**src/rtl/mem_port_arbiter_pkg.sv**
```systemverilog
// Shared types and constants for the memory port arbiter.
// The IF/LS owner encoding and FSM state codes live here.
package mem_port_arbiter_pkg;

    typedef enum logic [1:0] {
        ST_IDLE   = 2'b00,
        ST_ACCESS = 2'b01,
        ST_RESP   = 2'b10
    } state_e;

    localparam logic OWNER_IF = 1'b0;
    localparam logic OWNER_LS = 1'b1;

    // LS wins a grant unless IF is also waiting and has been starved long enough.
    function automatic logic pick_ls(input logic if_req, input logic ls_req, input logic starved);
        return ls_req && !(if_req && starved);
    endfunction

endpackage

```
**src/rtl/mem_port_arbiter_if.sv**
```systemverilog
// Bus bundle between the fetch/LSU requesters, the memory port and the arbiter.
// Requests are levels held until the matching done pulse; mem_ready is a one-cycle completion pulse.
interface mem_port_arbiter_if #(
    parameter int ADDR_W = 32,
    parameter int DATA_W = 32
);
    logic              if_req;
    logic [ADDR_W-1:0] if_addr;
    logic              ls_req;
    logic              ls_we;
    logic [ADDR_W-1:0] ls_addr;
    logic [DATA_W-1:0] ls_wdata;
    logic              mem_req;
    logic              mem_we;
    logic [ADDR_W-1:0] mem_addr;
    logic [DATA_W-1:0] mem_wdata;
    logic [DATA_W-1:0] mem_rdata;
    logic              mem_ready;
    logic              mux_sel;
    logic [DATA_W-1:0] rdata;
    logic              if_done;
    logic              ls_done;
    logic              err;
    logic              busy;

    modport master (
        input  if_req, if_addr, ls_req, ls_we, ls_addr, ls_wdata, mem_rdata, mem_ready,
        output mem_req, mem_we, mem_addr, mem_wdata, mux_sel, rdata, if_done, ls_done, err, busy
    );

    modport slave (
        output if_req, if_addr, ls_req, ls_we, ls_addr, ls_wdata, mem_rdata, mem_ready,
        input  mem_req, mem_we, mem_addr, mem_wdata, mux_sel, rdata, if_done, ls_done, err, busy
    );

endinterface

```
**src/rtl/mem_port_arbiter_sat_counter.sv**
```systemverilog
// Saturating up-counter with synchronous clear; at_max flags count == MAX.
// Used for the IF starvation streak and the access timeout.
module sat_counter #(
    parameter int WIDTH = 4,
    parameter int MAX   = 4
) (
    input  logic clk,
    input  logic rst_n,
    input  logic inc,
    input  logic clr,
    output logic at_max
);
    localparam logic [WIDTH-1:0] MAX_V = WIDTH'(MAX);

    logic [WIDTH-1:0] cnt_q;
    logic [WIDTH-1:0] cnt_d;

    assign at_max = (cnt_q == MAX_V);

    always_comb begin
        cnt_d = cnt_q;
        if (clr) begin
            cnt_d = '0;
        end else if (inc && !at_max) begin
            cnt_d = cnt_q + WIDTH'(1);
        end
    end

    always_ff @(posedge clk or negedge rst_n) begin
        if (!rst_n) begin
            cnt_q <= '0;
        end else begin
            cnt_q <= cnt_d;
        end
    end

endmodule

```
**src/rtl/mem_port_arbiter.sv**
```systemverilog
// Arbitrates the single memory port between instruction fetch and load/store,
// sequencing IDLE -> ACCESS -> RESP with a starvation guard and an access timeout.
module mem_port_arbiter
    import mem_port_arbiter_pkg::*;
#(
    parameter int ADDR_W     = 32,
    parameter int DATA_W     = 32,
    parameter int STARVE_MAX = 4,
    parameter int TIMEOUT    = 255
) (
    input  logic                 clk,
    input  logic                 reset,
    mem_port_arbiter_if.master   bus,
    output state_e               dbg_state
);
    state_e            state_q, state_d;
    logic              owner_q, owner_d;
    logic              we_q, we_d;
    logic [ADDR_W-1:0] addr_q, addr_d;
    logic [DATA_W-1:0] wdata_q, wdata_d;
    logic [DATA_W-1:0] rdata_q, rdata_d;
    logic              err_q, err_d;

    logic winner_ls;
    logic streak_inc, streak_clr, streak_at_max;
    logic timer_inc, timer_clr, timer_at_max;

    sat_counter #(.WIDTH(4), .MAX(STARVE_MAX)) u_streak (
        .clk    (clk),
        .rst_n  (reset),
        .inc    (streak_inc),
        .clr    (streak_clr),
        .at_max (streak_at_max)
    );

    // Timer starts at the grant so it equals the ACCESS cycle number during ACCESS.
    sat_counter #(.WIDTH(8), .MAX(TIMEOUT)) u_timer (
        .clk    (clk),
        .rst_n  (reset),
        .inc    (timer_inc),
        .clr    (timer_clr),
        .at_max (timer_at_max)
    );

    assign winner_ls = pick_ls(bus.if_req, bus.ls_req, streak_at_max);

    always_comb begin
        state_d    = state_q;
        owner_d    = owner_q;
        we_d       = we_q;
        addr_d     = addr_q;
        wdata_d    = wdata_q;
        rdata_d    = rdata_q;
        err_d      = err_q;
        streak_inc = 1'b0;
        streak_clr = 1'b0;
        timer_inc  = 1'b0;
        timer_clr  = 1'b0;
        case (state_q)
            ST_IDLE: begin
                if (bus.if_req || bus.ls_req) begin
                    owner_d   = winner_ls ? OWNER_LS : OWNER_IF;
                    we_d      = winner_ls && bus.ls_we;
                    addr_d    = winner_ls ? bus.ls_addr : bus.if_addr;
                    wdata_d   = winner_ls ? bus.ls_wdata : '0;
                    timer_inc = 1'b1;
                    state_d   = ST_ACCESS;
                    if (winner_ls && bus.if_req) begin
                        streak_inc = 1'b1;
                    end else begin
                        streak_clr = 1'b1;
                    end
                end
            end
            ST_ACCESS: begin
                timer_inc = 1'b1;
                if (bus.mem_ready) begin
                    if (!we_q) begin
                        rdata_d = bus.mem_rdata;
                    end
                    err_d   = 1'b0;
                    state_d = ST_RESP;
                end else if (timer_at_max) begin
                    err_d   = 1'b1;
                    state_d = ST_RESP;
                end
            end
            ST_RESP: begin
                timer_clr = 1'b1;
                state_d   = ST_IDLE;
            end
            default: begin
                state_d = ST_IDLE;
            end
        endcase
    end

    always_ff @(posedge clk or negedge reset) begin
        if (!reset) begin
            state_q <= ST_IDLE;
            owner_q <= OWNER_IF;
            we_q    <= 1'b0;
            addr_q  <= '0;
            wdata_q <= '0;
            rdata_q <= '0;
            err_q   <= 1'b0;
        end else begin
            state_q <= state_d;
            owner_q <= owner_d;
            we_q    <= we_d;
            addr_q  <= addr_d;
            wdata_q <= wdata_d;
            rdata_q <= rdata_d;
            err_q   <= err_d;
        end
    end

    // In IDLE the select previews the pending winner so the port mux settles before ACCESS.
    assign bus.mux_sel   = (state_q == ST_IDLE) ? (winner_ls && reset) : owner_q;
    assign bus.mem_req   = (state_q == ST_ACCESS);
    assign bus.mem_we    = (state_q == ST_ACCESS) && we_q;
    assign bus.mem_addr  = addr_q;
    assign bus.mem_wdata = wdata_q;
    assign bus.rdata     = rdata_q;
    assign bus.err       = err_q;
    assign bus.if_done   = (state_q == ST_RESP) && (owner_q == OWNER_IF);
    assign bus.ls_done   = (state_q == ST_RESP) && (owner_q == OWNER_LS);
    assign bus.busy      = (state_q != ST_IDLE);
    assign dbg_state     = state_q;

endmodule

```
**src/flat_wrapper.sv**
```systemverilog
// flat-port wrapper written by rule: the top's interface ports become plain ports
module mem_port_arbiter_flat import mem_port_arbiter_pkg::*;
#(
    parameter int ADDR_W     = 32,
    parameter int DATA_W     = 32,
    parameter int STARVE_MAX = 4,
    parameter int TIMEOUT    = 255
)
  (clk, reset, dbg_state, bus_if_req, bus_if_addr, bus_ls_req, bus_ls_we, bus_ls_addr, bus_ls_wdata, bus_mem_rdata, bus_mem_ready, bus_mem_req, bus_mem_we, bus_mem_addr, bus_mem_wdata, bus_mux_sel, bus_rdata, bus_if_done, bus_ls_done, bus_err, bus_busy);
  mem_port_arbiter_if #(.ADDR_W(ADDR_W), .DATA_W(DATA_W)) bus_i ();
  input  logic clk;
  input  logic reset;
  output state_e dbg_state;
  input wire logic [$bits(bus_i.if_req)-1:0] bus_if_req;
  input wire logic [$bits(bus_i.if_addr)-1:0] bus_if_addr;
  input wire logic [$bits(bus_i.ls_req)-1:0] bus_ls_req;
  input wire logic [$bits(bus_i.ls_we)-1:0] bus_ls_we;
  input wire logic [$bits(bus_i.ls_addr)-1:0] bus_ls_addr;
  input wire logic [$bits(bus_i.ls_wdata)-1:0] bus_ls_wdata;
  input wire logic [$bits(bus_i.mem_rdata)-1:0] bus_mem_rdata;
  input wire logic [$bits(bus_i.mem_ready)-1:0] bus_mem_ready;
  output wire logic [$bits(bus_i.mem_req)-1:0] bus_mem_req;
  output wire logic [$bits(bus_i.mem_we)-1:0] bus_mem_we;
  output wire logic [$bits(bus_i.mem_addr)-1:0] bus_mem_addr;
  output wire logic [$bits(bus_i.mem_wdata)-1:0] bus_mem_wdata;
  output wire logic [$bits(bus_i.mux_sel)-1:0] bus_mux_sel;
  output wire logic [$bits(bus_i.rdata)-1:0] bus_rdata;
  output wire logic [$bits(bus_i.if_done)-1:0] bus_if_done;
  output wire logic [$bits(bus_i.ls_done)-1:0] bus_ls_done;
  output wire logic [$bits(bus_i.err)-1:0] bus_err;
  output wire logic [$bits(bus_i.busy)-1:0] bus_busy;
  assign bus_i.if_req = bus_if_req;
  assign bus_i.if_addr = bus_if_addr;
  assign bus_i.ls_req = bus_ls_req;
  assign bus_i.ls_we = bus_ls_we;
  assign bus_i.ls_addr = bus_ls_addr;
  assign bus_i.ls_wdata = bus_ls_wdata;
  assign bus_i.mem_rdata = bus_mem_rdata;
  assign bus_i.mem_ready = bus_mem_ready;
  assign bus_mem_req = bus_i.mem_req;
  assign bus_mem_we = bus_i.mem_we;
  assign bus_mem_addr = bus_i.mem_addr;
  assign bus_mem_wdata = bus_i.mem_wdata;
  assign bus_mux_sel = bus_i.mux_sel;
  assign bus_rdata = bus_i.rdata;
  assign bus_if_done = bus_i.if_done;
  assign bus_ls_done = bus_i.ls_done;
  assign bus_err = bus_i.err;
  assign bus_busy = bus_i.busy;
  mem_port_arbiter #(.ADDR_W(ADDR_W), .DATA_W(DATA_W), .STARVE_MAX(STARVE_MAX), .TIMEOUT(TIMEOUT)) u_core (.clk(clk), .reset(reset), .bus(bus_i), .dbg_state(dbg_state));
endmodule
```
**config.mk**
```make
export PLATFORM = sky130hd
export DESIGN_NAME = mem_port_arbiter_flat
export DESIGN_NICKNAME = d
export VERILOG_FILES = /design/src/rtl/mem_port_arbiter_pkg.sv /design/src/rtl/mem_port_arbiter_if.sv /design/src/rtl/mem_port_arbiter_sat_counter.sv /design/src/rtl/mem_port_arbiter.sv /design/src/flat_wrapper.sv
export SDC_FILE = /design/constraint.sdc
export NUM_CORES = 1
export LEC_CHECK = 0
export ABC_CLOCK_PERIOD_IN_PS = 2600
export CORE_MARGIN = 1.5
export CORE_UTILIZATION = 37
export DETAILED_ROUTE_END_ITERATION = 12
export HOLD_SLACK_MARGIN = 0.06
export PLACE_DENSITY = 0.79
export SLEW_MARGIN = 20
export SYNTH_ARGS = -nofsm -noshare
export SYNTH_HDL_FRONTEND = slang
export SYNTH_HIERARCHICAL = 1
export SYNTH_SLANG_ARGS = --single-unit
export TNS_END_PERCENT = 50
```
**constraint.sdc**
```tcl
create_clock -name clk -period 2.6 [get_ports clk]
set_clock_uncertainty 0.15 [all_clocks]
set_input_delay 0.52 -clock clk [delete_from_list [all_inputs] [get_ports clk]]
set_output_delay 0.52 -clock clk [all_outputs]
set_load 0.03 [all_outputs]
```
== After elaboration in Yosys (flattened, before gate mapping) ==
Cells that the tools add are included.
Word-level totals
  output and inout bits: 105
  word-level logic and storage cells: 65
  input bits: 134
  flip-flop bits (word level): 113
Operators by class
  reductions and logical operators: 23
  add/subtract/negate cells: 2
  equal/unequal tests: 6
  bitwise gates (word level): 2
  multiplexer cells: 23
Operators with widths (number)
  $mux 32: 2
  $mux 8: 2
  $mux 1: 12
  $logic_and 1x1->1: 10
  $add 8x1->8 const B: 1
  $eq 8x8->1 const B: 1
  $mux 4: 2
  $reduce_bool 2->1: 4
  $mux 2: 3
  $reduce_and 2->1: 3
  $add 4x1->4 const B: 1
  $eq 4x3->1 const B: 1
  $pmux 2 s2: 1
  $logic_not 1->1: 3
  $ne 3x2->1 const B: 1
  $reduce_and 3->1: 1
  $eq 2x1->1 const B: 1
  $eq 2x2->1 const B: 1
  $logic_not 2->1: 1
  $ne 2x1->1 const B: 1
  $not 1->1: 2
  $pmux 1 s2: 1
  $logic_or 1x1->1: 1

== Depth between registers and ports, before layout ==
Gate-level depths: netlist of run 1.
  word-level depth: 11
  gate-level depth with buffers: 10

== Hierarchy ==
The synthesis of run 1 kept the hierarchy.
By module, submodules not included
  mem_port_arbiter: seq. area each 2527.4 um^2, times used 1, cells an instance 349, area each 4235.3 um^2
  sat_counter (u_core.u_timer): seq. area each 200.2 um^2, times used 1, cells an instance 47, area each 469.2 um^2
  sat_counter (u_core.u_streak): seq. area each 100.1 um^2, times used 1, cells an instance 24, area each 234.0 um^2

== Least setup slack after synthesis of run 1 ==
Ideal clock, no wire load.
  kind: register to register
  from: register u_core.u_streak.cnt_q[0]
  to: register u_core.u_streak.cnt_q[3]
  required time: 2372 ps
  cell stages (with the launch flop): 11
  slack: 146 ps
  library setup time: 78 ps
  data arrival time: 2227 ps
  clock period less this slack: 2454 ps
  path through: dfrtp_1 -> inv_1 -> ha_1 -> nand3b_4 -> inv_2 -> a21boi_1 -> clkbuf_1 -> and3_1 -> nand4_1 -> or3_1 -> a21oi_1
On the way
  cells in the longest elaborated chain, start to end: 10
  elaborated cells between the ends (all ways): 17
  those cells by class: add/sub (1); eq/ne (1); mux (8); reduce/logical (7)
RTL lines
  start: declaration: RTL line mem_port_arbiter_sat_counter.sv:15  | logic [WIDTH-1:0] cnt_q;
  start signal: assignment: RTL line mem_port_arbiter_sat_counter.sv:33  | cnt_q <= cnt_d;
  $eq 4x3->1: RTL line mem_port_arbiter_sat_counter.sv:18  | assign at_max = (cnt_q == MAX_V);
  via u_core.streak_at_max: RTL line mem_port_arbiter.sv:25  | logic streak_inc, streak_clr, streak_at_max;
  $logic_and 1x1->1: RTL line mem_port_arbiter_pkg.sv:16  | return ls_req && !(if_req && starved);
  $logic_not 1->1: RTL line mem_port_arbiter_pkg.sv:16
  $logic_and 1x1->1: RTL line mem_port_arbiter_pkg.sv:16
  $logic_and 1x1->1: RTL line mem_port_arbiter.sv:68  | if (winner_ls && bus.if_req) begin
  $mux 1: RTL line mem_port_arbiter.sv:68
  $mux 1: RTL line mem_port_arbiter.sv:61  | if (bus.if_req || bus.ls_req) begin
  $mux 1: RTL line mem_port_arbiter.sv:59  | case (state_q)
  via u_core.streak_inc: RTL line mem_port_arbiter.sv:25
  $logic_and 1x1->1: RTL line mem_port_arbiter_sat_counter.sv:24  | end else if (inc && !at_max) begin
  $reduce_bool 2->1 (no line)
The timed path passes the listed nets, and every way through them passes these cells. The select of a mux whose other input is x is not followed.
A chain may end at the register's enable or synchronous reset.

== Final worst setup path of run 1 ==
  from: register u_core.state_q[0], in the netlist u_core/dbg_state[0]
  to: output bus_ls_done
On the way
  cells in the longest elaborated chain, start to end: 2
RTL lines
  start: declaration: RTL line mem_port_arbiter.sv:16  | state_e state_q, state_d;
  start signal: assignment: RTL line mem_port_arbiter.sv:108  | state_q <= state_d;
  $eq 2x2->1: RTL line mem_port_arbiter.sv:127  | assign bus.ls_done = (state_q == ST_RESP) && (owner_q == OWNER_LS);
  $logic_and 1x1->1: RTL line mem_port_arbiter.sv:127
  end: declaration: RTL line flat_wrapper.sv:29  | output wire logic [$bits(bus_i.ls_done)-1:0] bus_ls_done;
Every way passes these cells.

==> results of run 1 <==
-- cell usage in the layout, fill, tap and decap left out, types with 5 or more instances in the layout --
cell type / Yosys / routed
nand2_1: 71 / 71
buf_12: 3 / 5
buf_4: 0 / 9
a31oi_1: 34 / 34
clkbuf_16: 0 / 17
clkdlybuf4s50_1: 0 / 233
mux2_4: 31 / 31
dfrtp_1: 113 / 113
a22o_1: 34 / 34
a21oi_1: 42 / 42
nor2_1: 5 / 5
nand3_1: 6 / 6
-- worst register-to-register path, cell delays in order (launching register included) --
cell and delay (ns):
dfrtp_1 0.38, inv_2 0.06, ha_2 0.19, nand3b_4 0.11
inv_4 0.05, a21boi_2 0.15, and3_1 0.31, nand4_1 0.16
or3_1 0.34, a21oi_1 0.17
-- repair_timing --
item	CTS	global route
pin swaps	0	0
buffers inserted	0	0
setup endpoints to repair	2	3
gates resized for setup	2	6
-- layout make-up --
class	count	area (µm²)
Timing Repair Buffer	250	2530
Clock inverter	6	130
Clock buffer	23	478
Multi-Input combinational cell	272	1910
Inverter	5	21.3
Tap cell	176	220
Sequential cell	113	2830
Fill cell	1000	5010
-- cells in the mapped netlist (all sizes together) --
master	instances	area (µm²)
inv	5	18.8
and3b	1	8.76
a31oi	34	213
ha	3	37.5
o21bai	2	15.0
buf	16	138
a21oi	42	210
and4	2	21.3
nand2b	2	12.5
nor2	7	36.3
a22o	34	298
and3	2	12.5
nor4b	1	8.76
clkbuf	14	52.6
nor3	3	15.0
nor2b	5	31.3
and2b	1	7.51
nand2	71	267
nand3b	1	20.0
dfrtp	113	2830
a21o	3	25.0
or3	1	6.26
a21boi	2	18.8
or2	1	6.26
nand4	3	18.8
mux2i	1	10.0
a211oi	4	30.0
mux2	34	499
nor3b	1	7.51
and2	4	26.3
nand3	6	30.0
a21bo	1	10.0
-- kinds of logic (layout without fill, tap and decap cells) --
group	after synthesis	in the layout	share of synthesized area
multiplexers	35	35	0.103
buffers and inverters	35	284	0.0423
flip-flops	113	113	0.573
AO/OA/AOI/OAI	122	122	0.166
AND/OR/NAND/NOR	112	112	0.108
adder cells (fa/ha/maj)	3	3	0.00760
-- sequential cells by signal, indices dropped and copies added (netlist names) --
register and cells:
u_core/u_streak/cnt_q 4, u_core/bus.rdata 32, u_core/we_q 1, u_core/u_timer/cnt_q 8, u_core/bus.mem_addr 32, u_core/dbg_state 2
u_core/bus.mem_wdata 32, u_core/owner_q 1, u_core/bus.err 1
-- layer usage --
layer | share of wire | track usage
met1 | 0.42 | 0.247
met2 | 0.46 | 0.316
met3 | 0.088 | 0.0695
met4 | 0.024 | 0.0911
met5 | 0 | 0
-- path summary, 6_finish.rpt --
| check | from | endpoint | slack, ns |
|---|---|---|---|
| worst max-delay path | u_core/dbg_state[0]$_DFFE_PN0P_ | bus_ls_done | 0.07 |
| worst min-delay path | reset | u_core/owner_q$_DFFE_PN0P_ | 0.04 |
| worst max register to register | u_core/u_streak/cnt_q[0]$_DFFE_PN0P_ | u_core/u_streak/cnt_q[3]$_DFFE_PN0P_ | 0.44 |
| worst min register to register | u_core/bus.mem_wdata[29]$_DFFE_PN0P_ | u_core/bus.mem_wdata[29]$_DFFE_PN0P_ | 0.35 |
| max in group asynchronous | reset | u_core/bus.mem_addr[25]$_DFFE_PN0P_ | 1.77 |
| min in group clk | u_core/bus.mem_wdata[29]$_DFFE_PN0P_ | u_core/bus.mem_wdata[29]$_DFFE_PN0P_ | 0.35 |
-- power by group through the flow --
stage / Clock, mW / Sequential [mW] / Combinational [mW]
floorplan: 0 / 4.59 / 1.77
global placement: 0 / 3.10 / 5.44
detailed placement: 0 / 3.15 / 5.52
CTS: 2.44 / 3.14 / 5.54
global route: 2.53 / 3.25 / 5.79
finish: 2.39 / 3.14 / 5.52
==> flow_summary.ini, run 1 <==
[status]
status = complete, no violations

[detailed_routing]
drt-pass1-iter-count = 4
drt_wl_total_mm = 13.8
ant_nets = 0
wl_per_cell_um = 16.3
drcViolationCount = 0
drt-initial-drc-count = 206
vias = 4348
viasPerCell = 5.15

[synth]
ys.warnings.count = 6
syn_avg_cell_area_um2 = 11.8
syn-cell-area_um2 = 4940
synth.distinct_cells = 43
ys_seq_elements = 113
netlist_instances = 420
seq_area_frac_synth = 0.573
syn_nets = 557

[sta]
fmax_ghz = 0.395
min_period_ns = 2.53
worst_pin_slew_ns = 0.617
slew_viol_final = 0
setup-tns-final_ns = 0
hold_viol_final = 0
maxSlewHeadroom = 0.589
setup_viol = 0
final.setup.worst_slack_ns = 0.0701
rsz0062_at_grt = false
whs_ns = 0.0353
timing.final.crit_share = 0.973

[pwr]
p_per_area_nw_per_um2 = 1360
p_int_mw = 6.80
power_mw = 11.1
p_sw_frac = 0.385
leakage_nw = 3.52
power_frac_seq = 0.285
p_clk_frac = 0.216
power_frac_comb = 0.499
net-switching-power_mw = 4.26
ir_drop_mv = 0.635

[clock_network]
cts_made_buffers = 17
h-tree-depth = 4
clkTransAtPathRegs_ns = 0.05
cts.sinks = 113
cts_tree = done
cts_hold_buf = 0
cts_root_buf = clkbuf_16
clk_latency_ns = 0.40
ctsLongestPathBuffers = 2

[die]
dieArea_um2 = 14000
start_util = 0.376
row_count = 42
top_level_ports = 239
core_region_area_um2 = 13100
die_y_um = 119
die_w_um = 119

[worst_setup_path]
critPathTopFamily = buffers and inverters
cp_max_fo = 5
cp-end-kind = output port
startpoint_type = flip-flop
path_cells = and2b_1 -> and2_1 -> clkdlybuf4s50_1
path_buf_inv = 1
cp.arrival_ns = 1.86
worstSetupPathType = flip-flop to output port
crit_required_ns = 1.93
ff2ff_path_depth = 9
crit_path_max_incr_delay_ns = 0.66
path_depth = 3
cp_slowest_cell = clkdlybuf4s50_1

[placement]
dpl_cell_area_um2 = 7500
gp_congestion = 0.832
dpl.cell_count = 816
dp_hpwl_mm = 9.85
place_ws_ns = 0.0546
port_buffers = 238

[job]
cap_violations = 0

[min_path]
hold_path.class = input pin to asynchronous set/reset pin

[layout]
layout.nets = 796
final-instance-count-excl-fill = 845
areaGrowthSynthToFinish_pct = 64.5
drive_above_1_share = 0.138
fin_util = 0.618
num_antenna_cells = 0
stdcell_area_um2 = 8120

[global_routing]
grt_pass1_vias = 4400
grt_pass1_wl_mm = 22.0
antenna_found_initial = 0
track_usage = 0.200
gr-total-overflow = 0
grt_max_degree = 114
No activity file was read; power rests on OpenSTA's default activity.
==> run 2: changes to the inputs <==
CORE_MARGIN = 2   (was 1.5)
==> run 2 against run 1 <==
- non-clock buffer count increased by 1
- sequential share of layout area decreased by 0.17 points
- largest cell class unchanged
- flip-flop and latch count unchanged
==> flow_summary.ini, run 2 (synthesis results as in run 1) <==
[sta]
setup_viol = 0
hold_viol_final = 0
fmax_ghz = 0.395
worst_pin_slew_ns = 0.608
rsz0062_at_grt = true
slew_viol_final = 0
maxSlewHeadroom = 0.595
timing.final.crit_share = 0.975
setup-tns-final_ns = 0
min_period_ns = 2.53
whs_ns = 0.0498

[worst_setup_path]
cp_max_fo = 5
r2r-start = u_core/u_streak/cnt_q[1]$_DFFE_PN0P_
startpoint_type = flip-flop
crit_required_ns = 1.93
cp-end-kind = output port
ff2ff_path_depth = 9
critPathLaunch = u_core/u_streak/cnt_q[1]$_DFFE_PN0P_
worstSetupPathType = flip-flop to output port
cp.arrival_ns = 1.86

[placement]
gp_congestion = 0.789
dpl.cell_count = 817
port_buffers = 238
dp_hpwl_mm = 10.2

[die]
top_level_ports = 239
start_util = 0.376
row_count = 42
dieArea_um2 = 14300
core_region_area_um2 = 13100
die_y_um = 120
die_w_um = 120

[pwr]
power_frac_comb = 0.495
p_clk_frac = 0.224
net-switching-power_mw = 4.33
power_frac_seq = 0.281
ir_drop_mv = 0.683
p_sw_frac = 0.387
p_per_area_nw_per_um2 = 1370
leakage_nw = 3.54
p_int_mw = 6.87

[detailed_routing]
drt-initial-drc-count = 249
drcViolationCount = 0
ant_nets = 0
vias = 4352
drt_wl_total_mm = 14.5
viasPerCell = 5.13
wl_per_cell_um = 17.1
drt-pass1-iter-count = 4

[clock_network]
ctsLongestPathBuffers = 2
clkTransAtPathRegs_ns = 0.05
h-tree-depth = 4
cts.sinks = 113
cts_made_buffers = 17
cts_tree = done
clk_latency_ns = 0.41
cts_root_buf = clkbuf_16

[status]
status = complete, no violations

[job]
cap_violations = 0

[layout]
areaGrowthSynthToFinish_pct = 65.3
final_common_cell = clkdlybuf4s50_1
layout.nets = 797
final_cell_mix = 232 x clkdlybuf4s50_1, 113 x dfrtp_1, 71 x nand2_1, 42 x a21oi_1
fin_util = 0.621
drive_above_1_share = 0.144
final-instance-count-excl-fill = 848
num_antenna_cells = 0

[min_path]
hold_path.class = input pin to asynchronous set/reset pin

[global_routing]
track_usage = 0.208
grt_pass1_wl_mm = 23.2
grt_max_degree = 114
antenna_found_initial = 0
gr-total-overflow = 0
grt_pass1_vias = 4502
## run 2: power groups by stage
stage | clock [mW] | sequential (mW) | combinational [mW]
after detailed placement | 0 | 3.14 | 5.53
after global routing | 2.64 | 3.25 | 5.85
after CTS | 2.56 | 3.14 | 5.56
after global placement | 0 | 3.11 | 5.42
after floorplan | 0 | 4.59 | 1.77
final | 2.51 | 3.14 | 5.54
## run 2: what timing repair did
action	4_1_cts	5_1_grt
resized for setup	2	5
endpoints found under the setup margin	2	3
hold buffers	0	0
buffers inserted	0	0
pin swaps	0	0
## run 2: path summary, 6_finish.rpt
kind	end	slack, ns
setup / recovery	bus_mux_sel	0.07
hold / removal	u_core/u_timer/cnt_q[0]$_DFFE_PN0P_	0.05
setup reg to reg	u_core/u_streak/cnt_q[3]$_DFFE_PN0P_	0.34
hold reg to reg	u_core/bus.mem_wdata[19]$_DFFE_PN0P_	0.35
max in group asynchronous	u_core/u_streak/cnt_q[0]$_DFFE_PN0P_	1.78
min in group clk	u_core/bus.mem_wdata[19]$_DFFE_PN0P_	0.35
## run 2: per-layer routing
layer  part of all wire  GRT usage  vias up  wire [µm]
met4              0.023     0.0934        0        334
met1               0.39      0.244     2089       5700
met5                  0          0        -          0
li1                   -          -     1996          -
met3               0.11     0.0841       29       1530
met2               0.48      0.337      238       6940
## run 2: worst max-delay path, cell delays in order (launching register included)
cell,delay [ns]
dfrtp_1,0.40
inv_1,0.13
ha_4,0.16
nand3b_4,0.11
inv_4,0.09
a21bo_2,0.17
nor2_4,0.04
a22o_1,0.18
buf_4,0.16
## run 2: area by class of cell
type	instances	area, µm²
clock buffers	22	494
clock inverters	9	153
fillers	1034	4980
inverters	5	21.3
multi-input cells	272	1920
flip-flops and latches	113	2830
well taps	176	220
repair buffers	251	2530
## run 2: stage by stage
step / power (mW) / setup WS [ns] / cell area (µm²)
floorplan: 6.36 / 0.146 / 4940
global placement: 8.53 / 0.253 / 7500
detailed placement: 8.67 / 0.158 / 7500
CTS: 11.3 / 0.00168 / 8140
global route: 11.7 / -0.00444 / 8160
finish: 11.2 / 0.0663 / 8160
==> run 3: changes to the inputs <==
ABC_AREA = 1   (was not set)
CAP_MARGIN = 15   (was not set)
CORE_UTILIZATION = 38   (was 37)
MAX_ROUTING_LAYER = met4   (was not set)
==> run 3 against run 2 <==
- first-iteration DRC count increased by 6.8%
- sequential share of layout area decreased by 1.8 points
- final area increased by 5.5%
- global-route usage increased by 1.4 points
- die area increased by 6.9%
- core utilization decreased by 0.31 points
- non-clock buffer count decreased by 2
- synthesized cell count increased by 65%
- wire length increased by 9.1%
- final cell count increased by 32%
- maximum frequency increased by 2.0%
- critical path type unchanged
- largest power group unchanged
==> flow_summary.ini, run 3 <==
[layout]
final_cell_mix = 262 x nand2_1, 233 x clkdlybuf4s50_1, 138 x nand3_1, 113 x dfrtp_1, 82 x inv_1
final-instance-count-excl-fill = 1118
drive_above_1_share = 0.0736
num_antenna_cells = 0
final_common_cell = nand2_1
fin_util = 0.618
layout.nets = 1063
areaGrowthSynthToFinish_pct = 58.4

[worst_setup_path]
critPathLaunch = u_core/dbg_state[0]$_DFFE_PN0P_
r2r-end = u_core/u_streak/cnt_q[0]$_DFFE_PN0P_
crit_required_ns = 1.93
rrSetupSlack_ns = 0.58
crit_path_max_incr_delay_ns = 0.71
critPathTopFamily = buffers and inverters
worstSetupPathType = flip-flop to output port
cp-end-kind = output port
cp_max_fo = 7
path_buf_inv = 1
startpoint_type = flip-flop
cp_slowest_cell = clkdlybuf4s50_1
cp.arrival_ns = 1.81
ff2ff_path_depth = 11
path_cells = nor3_1 -> clkdlybuf4s50_1
r2r-start = u_core/u_streak/cnt_q[0]$_DFFE_PN0P_

[synth]
synth_top_area_frac = 0.520
syn_avg_cell_area_um2 = 7.84
syn-cell-area_um2 = 5440
synth_edf_count = 0
syn_nets = 830
ys.warnings.count = 6
ys_seq_elements = 113
synth.distinct_cells = 27
synth_area_leaders = dfrtp_1 52%, nand2_1 18%, nand3_1 13%
yosysMostFrequentCell = nand2_1
async_reset_ff_frac = 1.00
yosysTopAreaCell = dfrtp_1
seq_area_frac_synth = 0.520
synth_commonest_cells = 262 x nand2_1, 138 x nand3_1, 113 x dfrtp_1
synthFlopType = dfrtp_1
netlist_instances = 693

[clock_network]
cts.sinks = 113
cts_hold_buf = 0
cts_tree = done
cts_made_buffers = 17
cts_root_buf = clkbuf_16
clkTransAtPathRegs_ns = 0.05
h-tree-depth = 4
ctsLongestPathBuffers = 2
clk_latency_ns = 0.42

[die]
core_region_area_um2 = 13900
die_y_um = 124
row_count = 43
die_w_um = 124
dieArea_um2 = 15300
start_util = 0.390
top_level_ports = 239

[global_routing]
antenna_found_initial = 0
grt_pass1_vias = 5061
gr-total-overflow = 0
track_usage = 0.222
grt_pass1_wl_mm = 25.0
grt_max_degree = 59

[pwr]
leakage_nw = 4.40
power_mw = 10.9
p_per_area_nw_per_um2 = 1270
ir_drop_mv = 0.543

[detailed_routing]
drt-initial-drc-count = 266
viasPerCell = 4.70
wl_per_cell_um = 14.2
ant_nets = 0
drt_wl_total_mm = 15.8
drcViolationCount = 0
vias = 5256
drt-pass1-iter-count = 4

[sta]
slew_viol_final = 0
timing.final.crit_share = 0.956
whs_ns = 0.157
setup_viol = 0
fmax_ghz = 0.402
maxSlewHeadroom = 0.492
worst_pin_slew_ns = 0.762
min_period_ns = 2.48
setup-tns-final_ns = 0
rsz0062_at_grt = false
hold_viol_final = 0

[placement]
dpl.cell_count = 1087
dp_hpwl_mm = 11.1
gp_congestion = 0.870
port_buffers = 238

[min_path]
hold_path.class = input pin to asynchronous set/reset pin

[job]
cap_violations = 0

[status]
status = complete, no violations
## run 3: changes by cell type after synthesis, moves of 34 or more
cell     delta
a21oi_1    -39
inv_1      +79
a31oi_1    -34
a22o_1     -34
nand2_1   +191
nand3_1   +132
## run 3: layout make-up
cell class	count	area [µm²]
Clock buffer	22	494
Multi-Input combinational cell	457	2070
Timing Repair Buffer	249	2480
Clock inverter	9	176
Inverter	88	338
Fill cell	1221	5320
Tap cell	180	225
Sequential cell	113	2830
## run 3: worst max path at each step
stage,to,slack [ns],cells past startpoint
finish,bus_if_done,0.12,2
global route,bus_if_done,0.0008,2
CTS,bus_ls_done,0.05,3
detailed placement,u_core/u_timer/cnt_q[6]$_DFFE_PN0P_,0.17,9
global placement,bus_mux_sel,0.26,4
floorplan,bus_mux_sel,0.32,8
## run 3: kinds of logic after synthesis
| logic type | synth area share |
|---|---|
| xor gates and xnor gates | 0.00161 |
| adders and majority gates | 0.00691 |
| and+or+nand+nor | 0.359 |
| DFF | 0.520 |
| buffers and inverters | 0.102 |
| AOI/OAI and AO/OA | 0.0104 |
## run 3: report_power, final
group / internal [mW] / leakage, nW / total [mW] / switching [mW]
Clock: 1.82 / 0.328 / 2.63 / 0.809
Sequential: 2.54 / 1.42 / 3.00 / 0.459
Combinational: 2.03 / 2.66 / 5.28 / 3.25
## run 3: worst reg2reg max path: stages (launching register included)
cell and delay, ns:
dfrtp_1 0.41, inv_1 0.11, ha_1 0.15, nand2_1 0.07, nor2_2 0.14, nand2_2 0.10, nand2_4 0.09, inv_2 0.05
a21oi_1 0.28, inv_1 0.16, nand3_1 0.11, o21ai_0 0.08
## run 3: layer usage
metal  share of wire  vias to the layer above  global-route usage
li1                -                     2613                   -
met4           0.014                        0              0.0760
met3            0.11                       15              0.0875
met2            0.45                      224               0.343
met1            0.42                     2404               0.265
met5               0                        -                   -
## run 3: what timing repair did
action,4_1_cts,5_1_grt
resized for setup,2,2
setup endpoints to repair,2,2
buffers inserted,0,0
## run 3: metrics by stage
stage	cell area, µm²	setup WS [ns]
after floorplan	5440	0.317
after global placement	7940	0.262
after detailed placement	7940	0.172
after CTS	8600	0.0534
after global routing	8610	0.000808
final	8610	0.115
